### src/rtl/mcu_pkg.sv
// mcu_pkg: state, ALU, mux-select and opcode encodings shared by the multicycle controller.
package mcu_pkg;

    // JALR2 has the same outputs and successor as JAL, so both share S_JAL.
    typedef enum logic [3:0] {
        S_FETCH  = 4'd0,
        S_DECODE = 4'd1,
        S_MEMADR = 4'd2,
        S_MEMRD  = 4'd3,
        S_MEMWB  = 4'd4,
        S_MEMWR  = 4'd5,
        S_EXECR  = 4'd6,
        S_EXECI  = 4'd7,
        S_ALUWB  = 4'd8,
        S_BRANCH = 4'd9,
        S_JAL    = 4'd10,
        S_JALR1  = 4'd11,
        S_LUI    = 4'd12,
        S_AUIPC  = 4'd13,
        S_TRAP   = 4'd14
    } state_e;

    typedef enum logic [3:0] {
        ALU_ADD  = 4'd0,
        ALU_SUB  = 4'd1,
        ALU_AND  = 4'd2,
        ALU_OR   = 4'd3,
        ALU_XOR  = 4'd4,
        ALU_SLT  = 4'd5,
        ALU_SLTU = 4'd6,
        ALU_SLL  = 4'd7,
        ALU_SRL  = 4'd8,
        ALU_SRA  = 4'd9
    } alu_e;

    typedef enum logic [1:0] {CLS_ADD, CLS_SUB, CLS_R, CLS_I} alu_cls_e;

    localparam logic [1:0] SRCA_PC = 2'd0, SRCA_OLDPC = 2'd1, SRCA_RS1 = 2'd2, SRCA_ZERO = 2'd3;
    localparam logic [1:0] SRCB_RS2 = 2'd0, SRCB_IMM = 2'd1, SRCB_FOUR = 2'd2;
    localparam logic [1:0] RES_ALUOUT = 2'd0, RES_RDATA = 2'd1, RES_ALU = 2'd2;
    localparam logic [2:0] IMM_I = 3'd0, IMM_S = 3'd1, IMM_B = 3'd2, IMM_J = 3'd3, IMM_U = 3'd4;

    localparam logic [6:0] OP_LOAD = 7'h03, OP_STORE = 7'h23, OP_R = 7'h33, OP_I = 7'h13;
    localparam logic [6:0] OP_BRANCH = 7'h63, OP_JAL = 7'h6F, OP_JALR = 7'h67;
    localparam logic [6:0] OP_LUI = 7'h37, OP_AUIPC = 7'h17;

    function automatic logic [2:0] imm_sel(input logic [6:0] op);
        return op == OP_STORE  ? IMM_S :
               op == OP_BRANCH ? IMM_B :
               op == OP_JAL    ? IMM_J :
               (op == OP_LUI || op == OP_AUIPC) ? IMM_U : IMM_I;
    endfunction

endpackage

### src/rtl/mcu_alu_decoder.sv
// mcu_alu_decoder: maps the state's ALU class plus func3/func7_5 to an ALU operation code.
module mcu_alu_decoder
    import mcu_pkg::*;
(
    input  logic [1:0] cls,
    input  logic [2:0] func3,
    input  logic       func7_5,
    output logic [3:0] alu_ctl
);

    logic is_r;

    assign is_r = cls == CLS_R;

    always_comb begin
        alu_ctl = ALU_ADD;
        if (cls == CLS_SUB)
            alu_ctl = ALU_SUB;
        else if (cls == CLS_R || cls == CLS_I)
            case (func3)
                3'b000:  alu_ctl = (is_r && func7_5) ? ALU_SUB : ALU_ADD;
                3'b001:  alu_ctl = ALU_SLL;
                3'b010:  alu_ctl = ALU_SLT;
                3'b011:  alu_ctl = ALU_SLTU;
                3'b100:  alu_ctl = ALU_XOR;
                3'b101:  alu_ctl = func7_5 ? ALU_SRA : ALU_SRL;
                3'b110:  alu_ctl = ALU_OR;
                default: alu_ctl = ALU_AND;
            endcase
    end

endmodule

### src/rtl/multicycle_control_unit.sv
// multicycle_control_unit: Moore FSM sequencing the multicycle RV32I datapath.
// Performance counters are built only when MCU_PERF_CNT_EN is defined.
module multicycle_control_unit
    import mcu_pkg::*;
#(
    parameter int CNT_W   = 32,
    parameter int TIMEOUT = 0
) (
    input  logic             clk,
    input  logic             rst,
    input  logic [6:0]       opcode,
    input  logic [2:0]       func3,
    input  logic             func7_5,
    input  logic             zero,
    input  logic             neg,
    input  logic             carry,
    input  logic             ovf,
    input  logic             mem_ready,
    output logic             pc_write,
    output logic             adr_src,
    output logic             mem_read,
    output logic             mem_write,
    output logic             ir_write,
    output logic             reg_write,
    output logic [1:0]       result_src,
    output logic [1:0]       alu_src_a,
    output logic [1:0]       alu_src_b,
    output logic [2:0]       imm_src,
    output logic [3:0]       alu_ctl,
    output logic             illegal,
    output logic             bus_err,
    output logic [3:0]       state_dbg,
    output logic [CNT_W-1:0] cycle_cnt,
    output logic [CNT_W-1:0] instret_cnt
);

    state_e     state_q, state_d;
    logic [7:0] timer_q, timer_d;
    logic       bus_err_q, bus_err_d;
    logic [1:0] alu_cls;
    logic       waiting, timeout_hit, taken;

    mcu_alu_decoder u_alu_dec (
        .cls     (alu_cls),
        .func3   (func3),
        .func7_5 (func7_5),
        .alu_ctl (alu_ctl)
    );

    assign imm_src     = imm_sel(opcode);
    assign state_dbg   = state_q;
    assign bus_err     = bus_err_q && state_q == S_TRAP;
    assign waiting     = (state_q == S_FETCH || state_q == S_MEMRD || state_q == S_MEMWR) && !mem_ready;
    assign timeout_hit = TIMEOUT != 0 && waiting && int'(timer_q) + 1 == TIMEOUT;
    assign taken       = func3 == 3'b000 ? zero :
                         func3 == 3'b001 ? !zero :
                         func3 == 3'b100 ? neg ^ ovf :
                         func3 == 3'b101 ? !(neg ^ ovf) :
                         func3 == 3'b110 ? !carry : carry;

    always_ff @(posedge clk or posedge rst) begin
        if (rst) begin
            state_q   <= S_FETCH;
            timer_q   <= '0;
            bus_err_q <= 1'b0;
        end else begin
            state_q   <= state_d;
            timer_q   <= timer_d;
            bus_err_q <= bus_err_d;
        end
    end

    always_comb begin
        state_d    = state_q;
        pc_write   = 1'b0;
        adr_src    = 1'b0;
        mem_read   = 1'b0;
        mem_write  = 1'b0;
        ir_write   = 1'b0;
        reg_write  = 1'b0;
        result_src = RES_ALUOUT;
        alu_src_a  = SRCA_PC;
        alu_src_b  = SRCB_RS2;
        alu_cls    = CLS_ADD;
        illegal    = 1'b0;
        case (state_q)
            S_FETCH: begin
                mem_read   = 1'b1;
                alu_src_b  = SRCB_FOUR;
                result_src = RES_ALU;
                ir_write   = mem_ready;
                pc_write   = mem_ready;
                state_d    = mem_ready ? S_DECODE : S_FETCH;
            end
            S_DECODE: begin
                alu_src_a = SRCA_OLDPC;
                alu_src_b = SRCB_IMM;
                state_d   = (opcode == OP_LOAD || opcode == OP_STORE) ? S_MEMADR :
                            opcode == OP_R      ? S_EXECR  :
                            opcode == OP_I      ? S_EXECI  :
                            opcode == OP_BRANCH ? S_BRANCH :
                            opcode == OP_JAL    ? S_JAL    :
                            (opcode == OP_JALR && func3 == 3'b000) ? S_JALR1 :
                            opcode == OP_LUI    ? S_LUI    :
                            opcode == OP_AUIPC  ? S_AUIPC  : S_TRAP;
            end
            S_MEMADR: begin
                alu_src_a = SRCA_RS1;
                alu_src_b = SRCB_IMM;
                state_d   = opcode == OP_LOAD ? S_MEMRD : S_MEMWR;
            end
            S_MEMRD: begin
                adr_src  = 1'b1;
                mem_read = 1'b1;
                state_d  = mem_ready ? S_MEMWB : S_MEMRD;
            end
            S_MEMWB: begin
                result_src = RES_RDATA;
                reg_write  = 1'b1;
                state_d    = S_FETCH;
            end
            S_MEMWR: begin
                adr_src   = 1'b1;
                mem_write = 1'b1;
                state_d   = mem_ready ? S_FETCH : S_MEMWR;
            end
            S_EXECR, S_EXECI: begin
                alu_src_a = SRCA_RS1;
                alu_src_b = state_q == S_EXECI ? SRCB_IMM : SRCB_RS2;
                alu_cls   = state_q == S_EXECI ? CLS_I : CLS_R;
                state_d   = S_ALUWB;
            end
            S_ALUWB: begin
                reg_write = 1'b1;
                state_d   = S_FETCH;
            end
            S_BRANCH: begin
                alu_src_a = SRCA_RS1;
                alu_cls   = CLS_SUB;
                // func3 010/011 are not branches in RV32I.
                pc_write  = taken && func3[2:1] != 2'b01;
                state_d   = func3[2:1] == 2'b01 ? S_TRAP : S_FETCH;
            end
            S_JAL: begin
                alu_src_a = SRCA_OLDPC;
                alu_src_b = SRCB_FOUR;
                pc_write  = 1'b1;
                state_d   = S_ALUWB;
            end
            S_JALR1: begin
                alu_src_a = SRCA_RS1;
                alu_src_b = SRCB_IMM;
                state_d   = S_JAL;
            end
            S_LUI, S_AUIPC: begin
                alu_src_a = state_q == S_LUI ? SRCA_ZERO : SRCA_OLDPC;
                alu_src_b = SRCB_IMM;
                state_d   = S_ALUWB;
            end
            default: illegal = 1'b1;
        endcase
        if (timeout_hit)
            state_d = S_TRAP;
        if (rst) begin
            pc_write  = 1'b0;
            ir_write  = 1'b0;
            reg_write = 1'b0;
            mem_write = 1'b0;
        end
        timer_d   = (waiting && state_d == state_q) ? timer_q + 8'd1 : 8'd0;
        bus_err_d = bus_err_q || timeout_hit;
    end

`ifdef MCU_PERF_CNT_EN
    logic [CNT_W-1:0] cycle_q, instret_q;

    always_ff @(posedge clk or posedge rst) begin
        if (rst) begin
            cycle_q   <= '0;
            instret_q <= '0;
        end else begin
            if (state_q != S_TRAP)
                cycle_q <= cycle_q + 1'b1;
            if (state_d == S_FETCH && state_q != S_FETCH)
                instret_q <= instret_q + 1'b1;
        end
    end

    assign cycle_cnt   = cycle_q;
    assign instret_cnt = instret_q;
`else
    assign cycle_cnt   = '0;
    assign instret_cnt = '0;
`endif

endmodule

### config.mk
export PLATFORM = sky130hd
export DESIGN_NAME = multicycle_control_unit
export DESIGN_NICKNAME = d
export VERILOG_FILES = /design/src/rtl/mcu_pkg.sv /design/src/rtl/mcu_alu_decoder.sv /design/src/rtl/multicycle_control_unit.sv
export SDC_FILE = /design/constraint.sdc
export NUM_CORES = 1
export LEC_CHECK = 0
export CAP_MARGIN = 20
export CORE_MARGIN = 4
export CORE_UTILIZATION = 35
export CTS_BUF_LIST = sky130_fd_sc_hd__clkbuf_4 sky130_fd_sc_hd__clkbuf_8 sky130_fd_sc_hd__clkbuf_16
export CTS_CLUSTER_SIZE = 8
export DETAILED_ROUTE_END_ITERATION = 8
export PLACE_DENSITY_LB_ADDON = 0.3
export SYNTH_ARGS = -nofsm -noshare
export SYNTH_HDL_FRONTEND = slang
export SYNTH_SLANG_ARGS = --single-unit
### constraint.sdc
create_clock -name clk -period 5.6 [get_ports clk]
set_input_delay 1.68 -clock clk [delete_from_list [all_inputs] [get_ports clk]]
set_output_delay 1.68 -clock clk [all_outputs]
set_load 0.02 [all_outputs]
==> impl_metrics.yaml, run 1 <==
status:
  status: "finished, final reports clean"
yosys:
  synth_seq_area_share_pct: 7.34
  synth-seq-cells: 4
  synth_ff_type: "dfrtp_1"
  ys_top_cells_by_count: "buf_4 (71), nand2_1 (13), nor2_1 (11)"
  syn_area_um2: 1360
  synth_edf_count: 0
  synth_top_area_share_pct: 39.1
  syn_inst: 189
  yosys_warnings: 0
  yosysTopAreaCell: "buf_4"
  async_flop_share_pct: 100
  syn_avg_cell_area_um2: 7.22
  synth_area_leaders: "buf_4 (39%), dfrtp_1 (7.3%), nand2_1 (3.6%)"
  yosysMostFrequentCell: "buf_4"
  synth.distinct_cells: 46
setup_path:
  critPathLaunchType: "input port"
  crit_required_ns: 3.92
  cpMaxStageDelayCell: "clkdlybuf4s50_1"
  cp.arrival_ns: 3.59
  critPathTopFamily: "buffers and inverters"
  critPathKind: "input port to output port"
  crit_chain: "clkdlybuf4s50_1 -> or3_1 -> a2111oi_2 -> clkdlybuf4s50_1"
  crit_fanout: 8
  cpMostUsedCell: "clkdlybuf4s50_1"
  slowest_delay_ns: 0.66
  path_buf_inv: 2
  cp-end-kind: "output port"
floorplanning:
  initial_utilization_pct: 36.7
  die_h_um: 70.4
  core_um2: 3720
  die_x_um: 70.4
  pin_count: 107
  dieArea_um2: 4960
  num_rows: 22
layout:
  largest_register_ffs: 4
  num_antenna_cells: 0
  fin_nets: 242
  drive_above_1_share_pct: 4.95
  syn_to_final_growth_pct: 13.1
drt:
  drt-vias-per-instance: 4.27
  num_vias: 1153
  wire_per_inst_um: 11.2
  wirelength_um: 3020
  drtIter0Drc: 97
  drtAntennaViolNets: 0
  dr.pass1.iters: 4
  drc_errors: 0
timing:
  holdWs_ns: 0.823
  clock_skew_ns: 0.00434
  setup_viol: 0
  maxSlewHeadroom_pct: 53.1
  finalCriticalPeriod_ns: 5.27
  finalSetupTns_ns: 0
  fin_crit_sh_pct: 94.1
  hold_viol_final: 0
  rsz0062_at_grt: "false"
  slew_viol_final: 0
  tightest_slew_ns: 0.704
  max_freq_ghz: 0.190
cts:
  clk_latency_ns: 0.21
  htreeDepth: 1
  clock_path_buffers: 2
  cts_tree: "done"
  post-cts-setup-buffers: 0
  cts_made_buffers: 3
  cts_resized: 0
  cts.clk_slew.worst_paths_ns: 0.03
  clock_sinks: 4
  root_buffer: "clkbuf_8"
  cts_hold_buf: 0
power:
  ir_drop_mv: 0.128
  p_leak_nw: 0.687
  power_density_nw_per_um2: 354
global_routing:
  gr-usage-all-layers_pct: 10.3
  grt_max_degree: 23
  overflow: 0
  antenna_found_initial: 0
  grt_pass1_wl_um: 4360
  grt_pass1_vias: 990
placed_design:
  gp_congestion: 0.787
  dp_hpwl_um: 2440
  place.port_buffers: 41
min_path:
  hold_class: "flop to flop"
job:
  max_cap_violations: 0
[cells by family after synthesis]
group                  Yosys count  share of synthesized area, %
AND/OR/NAND/NOR                 61                          24.4
AO/OA/AOI/OAI                   32                          17.4
multiplexers                     3                          2.20
buffers and inverters           82                          44.5
XOR/XNOR                         6                          3.85
flip-flops                       4                          7.34
other                            1                         0.275
[worst paths after layout]
path	from	endpoint	slack, ns	depth (start not counted)
setup / recovery	opcode[6]	imm_src[0]	0.33	4
hold / removal	state_dbg[0]	state_dbg[2]	0.82	2
setup reg to reg	state_dbg[1]	state_dbg[0]	3.83	3
hold reg to reg	state_dbg[0]	state_dbg[2]	0.82	2
max in group asynchronous	rst	state_dbg[1]	3.63	2
min in group asynchronous	rst	state_dbg[2]	1.76	2
[worst min-delay path: stages, from the launching register on]
cell,delay (ns)
dfrtp_1,0.52
nand3_1,0.16
o211ai_1,0.09
[through the flow]
stage	util, %	power (mW)	setup WS [ns]	instances	cell area, um2
floorplan	-	0.402	1.19	253	1600
global placement	40.4	0.487	0.363	267	1500
detailed placement	40.4	0.489	0.342	267	1500
CTS	41.5	0.549	0.322	270	1540
global route	41.5	0.588	0.188	270	1540
finish	41.5	0.546	0.333	270	1540
[per-layer routing]
metal,global-route usage (%),up-vias,wire [um],part of all wire [%]
li1,-,585,-,-
met1,13.9,506,1280,42
met2,16.8,62,1460,48
met3,2.73,0,278,9.2
met4,1.28,0,0,0
met5,0,-,0,0
[final cells by class]
type / instances / area (um2)
inverter: 5 / 18.8
multi-input combinational: 167 / 897
timing repair buffer: 43 / 425
clock buffer: 3 / 41.3
fill: 420 / 2170
tap: 48 / 60.1
sequential: 4 / 100
[power breakdown]
part,switching [mW],internal [mW]
Sequential,0.0563,0.0396
Clock,0.0135,0.0457
Combinational,0.217,0.175
[placed cells by master, fill, tap and decap left out, drive strengths merged, types with 5 or more instances in the layout]
cell type       n
inv             5
nand2          13
o21ai           7
a21oi           5
nor3            6
clkdlybuf4s50  41
nor2           12
conb           65
Power figures use the tool's default switching activity.
==> run 2, diff against run 1 <==
--- a/config.mk
+++ b/config.mk
@@ -14,4 +14,5 @@
 export PLACE_DENSITY_LB_ADDON = 0.3
 export SYNTH_ARGS = -nofsm -noshare
 export SYNTH_HDL_FRONTEND = slang
+export SYNTH_HIERARCHICAL = 1
 export SYNTH_SLANG_ARGS = --single-unit
==> run 2 against run 1 <==
Net effect: sequential power up 17%; area after synthesis shrank 0.73%; sequential share of layout area decreased by 0.27 points; first-iteration DRC count fell by 19%; via count grew 8.6%; fmax fell by 0.72%; non-clock buffer count increased by 2; die area is 0.64% lower; synthesized cell count grew 2.1%; critical endpoint is now pc_write; highest routed layer is now met4.
==> impl_metrics.yaml, run 2 <==
yosys:
  syn_avg_cell_area_um2: 7.01
  syn_area_um2: 1350
  ys_top_cells_by_count: "buf_4 (67), nand2_1 (16), nor2_1 (10)"
  synth_area_leaders: "buf_4 (37%), dfrtp_1 (7.4%), nand2_1 (4.4%)"
  synth-adder-area-share_pct: 0
  yosysTopAreaCell: "buf_4"
  synth-simple-area-share_pct: 30.4
  yosys_warnings: 6
  synth_top_family_by_area: "buffers and inverters"
  synth_edf_count: 0
  synth_xor_area_share_pct: 3.23
  yosysMostFrequentCell: "buf_4"
  synth.distinct_cells: 43
  syn_inst: 193
  synth_compound_area_share_pct: 16.2
  synthMuxAreaShare_pct: 2.22
  async_flop_share_pct: 100
  synth-seq-cells: 4
  synth_seq_area_share_pct: 7.39
  synth_top_area_share_pct: 37.2
  synth_ff_type: "dfrtp_1"
placed_design:
  place.port_buffers: 41
  dp_hpwl_um: 2430
  gp_congestion: 0.748
  placed_area_um2: 1570
layout:
  final_common_cell: "conb_1"
  largest_register_ffs: 4
  syn_to_final_growth_pct: 18.9
  final_cell_mix: "conb_1 (65), clkdlybuf4s50_1 (41), nand2_1 (16), nor2_1 (10), o21ai_0 (9)"
  drive_above_1_share_pct: 6.44
  num_antenna_cells: 0
  fin_nets: 253
  stdcell_area_um2: 1610
global_routing:
  grt_max_degree: 26
  grt_pass1_vias: 1052
  overflow: 0
  grt_pass1_wl_um: 4600
  antenna_found_initial: 0
  gr-usage-all-layers_pct: 11.0
setup_path:
  path_depth: 5
  cp-end-kind: "output port"
  critPathLaunchType: "input port"
  critPathTopFamily: "buffers and inverters"
  critPathKind: "input port to output port"
  crit_chain: "clkdlybuf4s50_1 -> and4b_1 -> nor4_1 -> o21ai_0 -> clkdlybuf4s50_1"
  path_buf_inv: 2
  crit_fanout: 8
  cp.arrival_ns: 3.63
  cpMostUsedCell: "clkdlybuf4s50_1"
  worst_r2r_path_depth: 4
  cpMaxStageDelayCell: "clkdlybuf4s50_1"
  crit_required_ns: 3.92
  slowest_delay_ns: 0.61
cts:
  cts_hold_buf: 0
  cts.clk_slew.worst_paths_ns: 0.03
  clock_path_buffers: 2
  cts_tree: "done"
  post-cts-setup-buffers: 0
  clock_sinks: 4
  root_buffer: "clkbuf_8"
  clk_latency_ns: 0.22
  htreeDepth: 1
  cts_made_buffers: 3
  cts_resized: 0
floorplanning:
  dieArea_um2: 4930
  pin_count: 107
  num_rows: 22
  core_um2: 3690
  die_h_um: 70.2
  die_x_um: 70.2
  initial_utilization_pct: 36.7
drt:
  num_vias: 1252
  drc_errors: 0
  drt-vias-per-instance: 4.46
  dr.pass1.iters: 4
  wire_per_inst_um: 10.8
  drtIter0Drc: 79
  wirelength_um: 3050
  drtAntennaViolNets: 0
timing:
  hold_viol_final: 0
  slew_viol_final: 0
  rsz0062_at_grt: "false"
  fin_crit_sh_pct: 94.7
  max_freq_ghz: 0.188
  setup_viol: 0
  clock_skew_ns: 0.00207
  maxSlewHeadroom_pct: 52.1
  finalCriticalPeriod_ns: 5.31
  finalSetupTns_ns: 0
  tightest_slew_ns: 0.718
status:
  status: "finished, final reports clean"
min_path:
  holdPathStages: 1
  hold_class: "flop to flop"
job:
  max_cap_violations: 0
power:
  power_density_nw_per_um2: 383
  ir_drop_mv: 0.102
  p_leak_nw: 0.735
-- run 2: cell types whose count changed after synthesis, sizes merged, moves of 3 or more --
cell and delta:
nor3b +3, buf -6, nor2b +3, nand2 +3, o22ai +4
-- run 2: kinds of logic (layout without fill, tap and decap cells) --
kind of cell           after synthesis  count (layout)
AO/OA/AOI/OAI                       32              32
XOR/XNOR                             5               5
buffers and inverters               77              53
flip-flops                           4               4
multiplexers                         3               3
other                                1              65
AND/OR/NAND/NOR                     71              71
-- run 2: final timing paths --
kind / slack, ns / to / start
setup / recovery: 0.29 / pc_write / func3[1]
hold / removal: 0.91 / state_dbg[1] / state_dbg[0]
setup reg to reg: 3.87 / state_dbg[1] / state_dbg[2]
hold reg to reg: 0.91 / state_dbg[1] / state_dbg[0]
max in group asynchronous: 3.67 / state_dbg[2] / rst
min in group asynchronous: 1.74 / state_dbg[1] / rst
-- run 2: cell type report --
type | instances | area (um2)
Clock buffer | 3 | 41.3
Fill cell | 408 | 2080
Inverter | 5 | 18.8
Multi-Input combinational cell | 176 | 948
Sequential cell | 4 | 100
Tap cell | 48 | 60.1
Timing Repair Buffer | 45 | 440
-- run 2: where the power goes --
part,switching (mW),internal (mW)
combinational,0.239,0.202
clock,0.0164,0.0459
sequential,0.0709,0.0408
-- run 2: metrics by stage --
step | power, mW | hold slack (ns) | instances | utilization [%] | worst slack [ns]
finish | 0.616 | 0.914 | 281 | 43.6 | 0.294
detailed placement | 0.555 | 0.906 | 278 | 42.5 | 0.294
CTS | 0.619 | 0.913 | 281 | 43.6 | 0.290
global placement | 0.553 | 0.907 | 278 | 42.5 | 0.301
floorplan | 0.424 | 0.793 | 257 | - | 1.15
global route | 0.667 | 0.967 | 281 | 43.6 | 0.165
-- run 2: layer usage --
layer	up-vias	part of all wire [%]	GRT usage, %
met5	-	0	0
met4	0	0.20	1.49
met3	2	11	4.32
met2	61	47	17.9
met1	568	42	13.9
li1	621	-	-
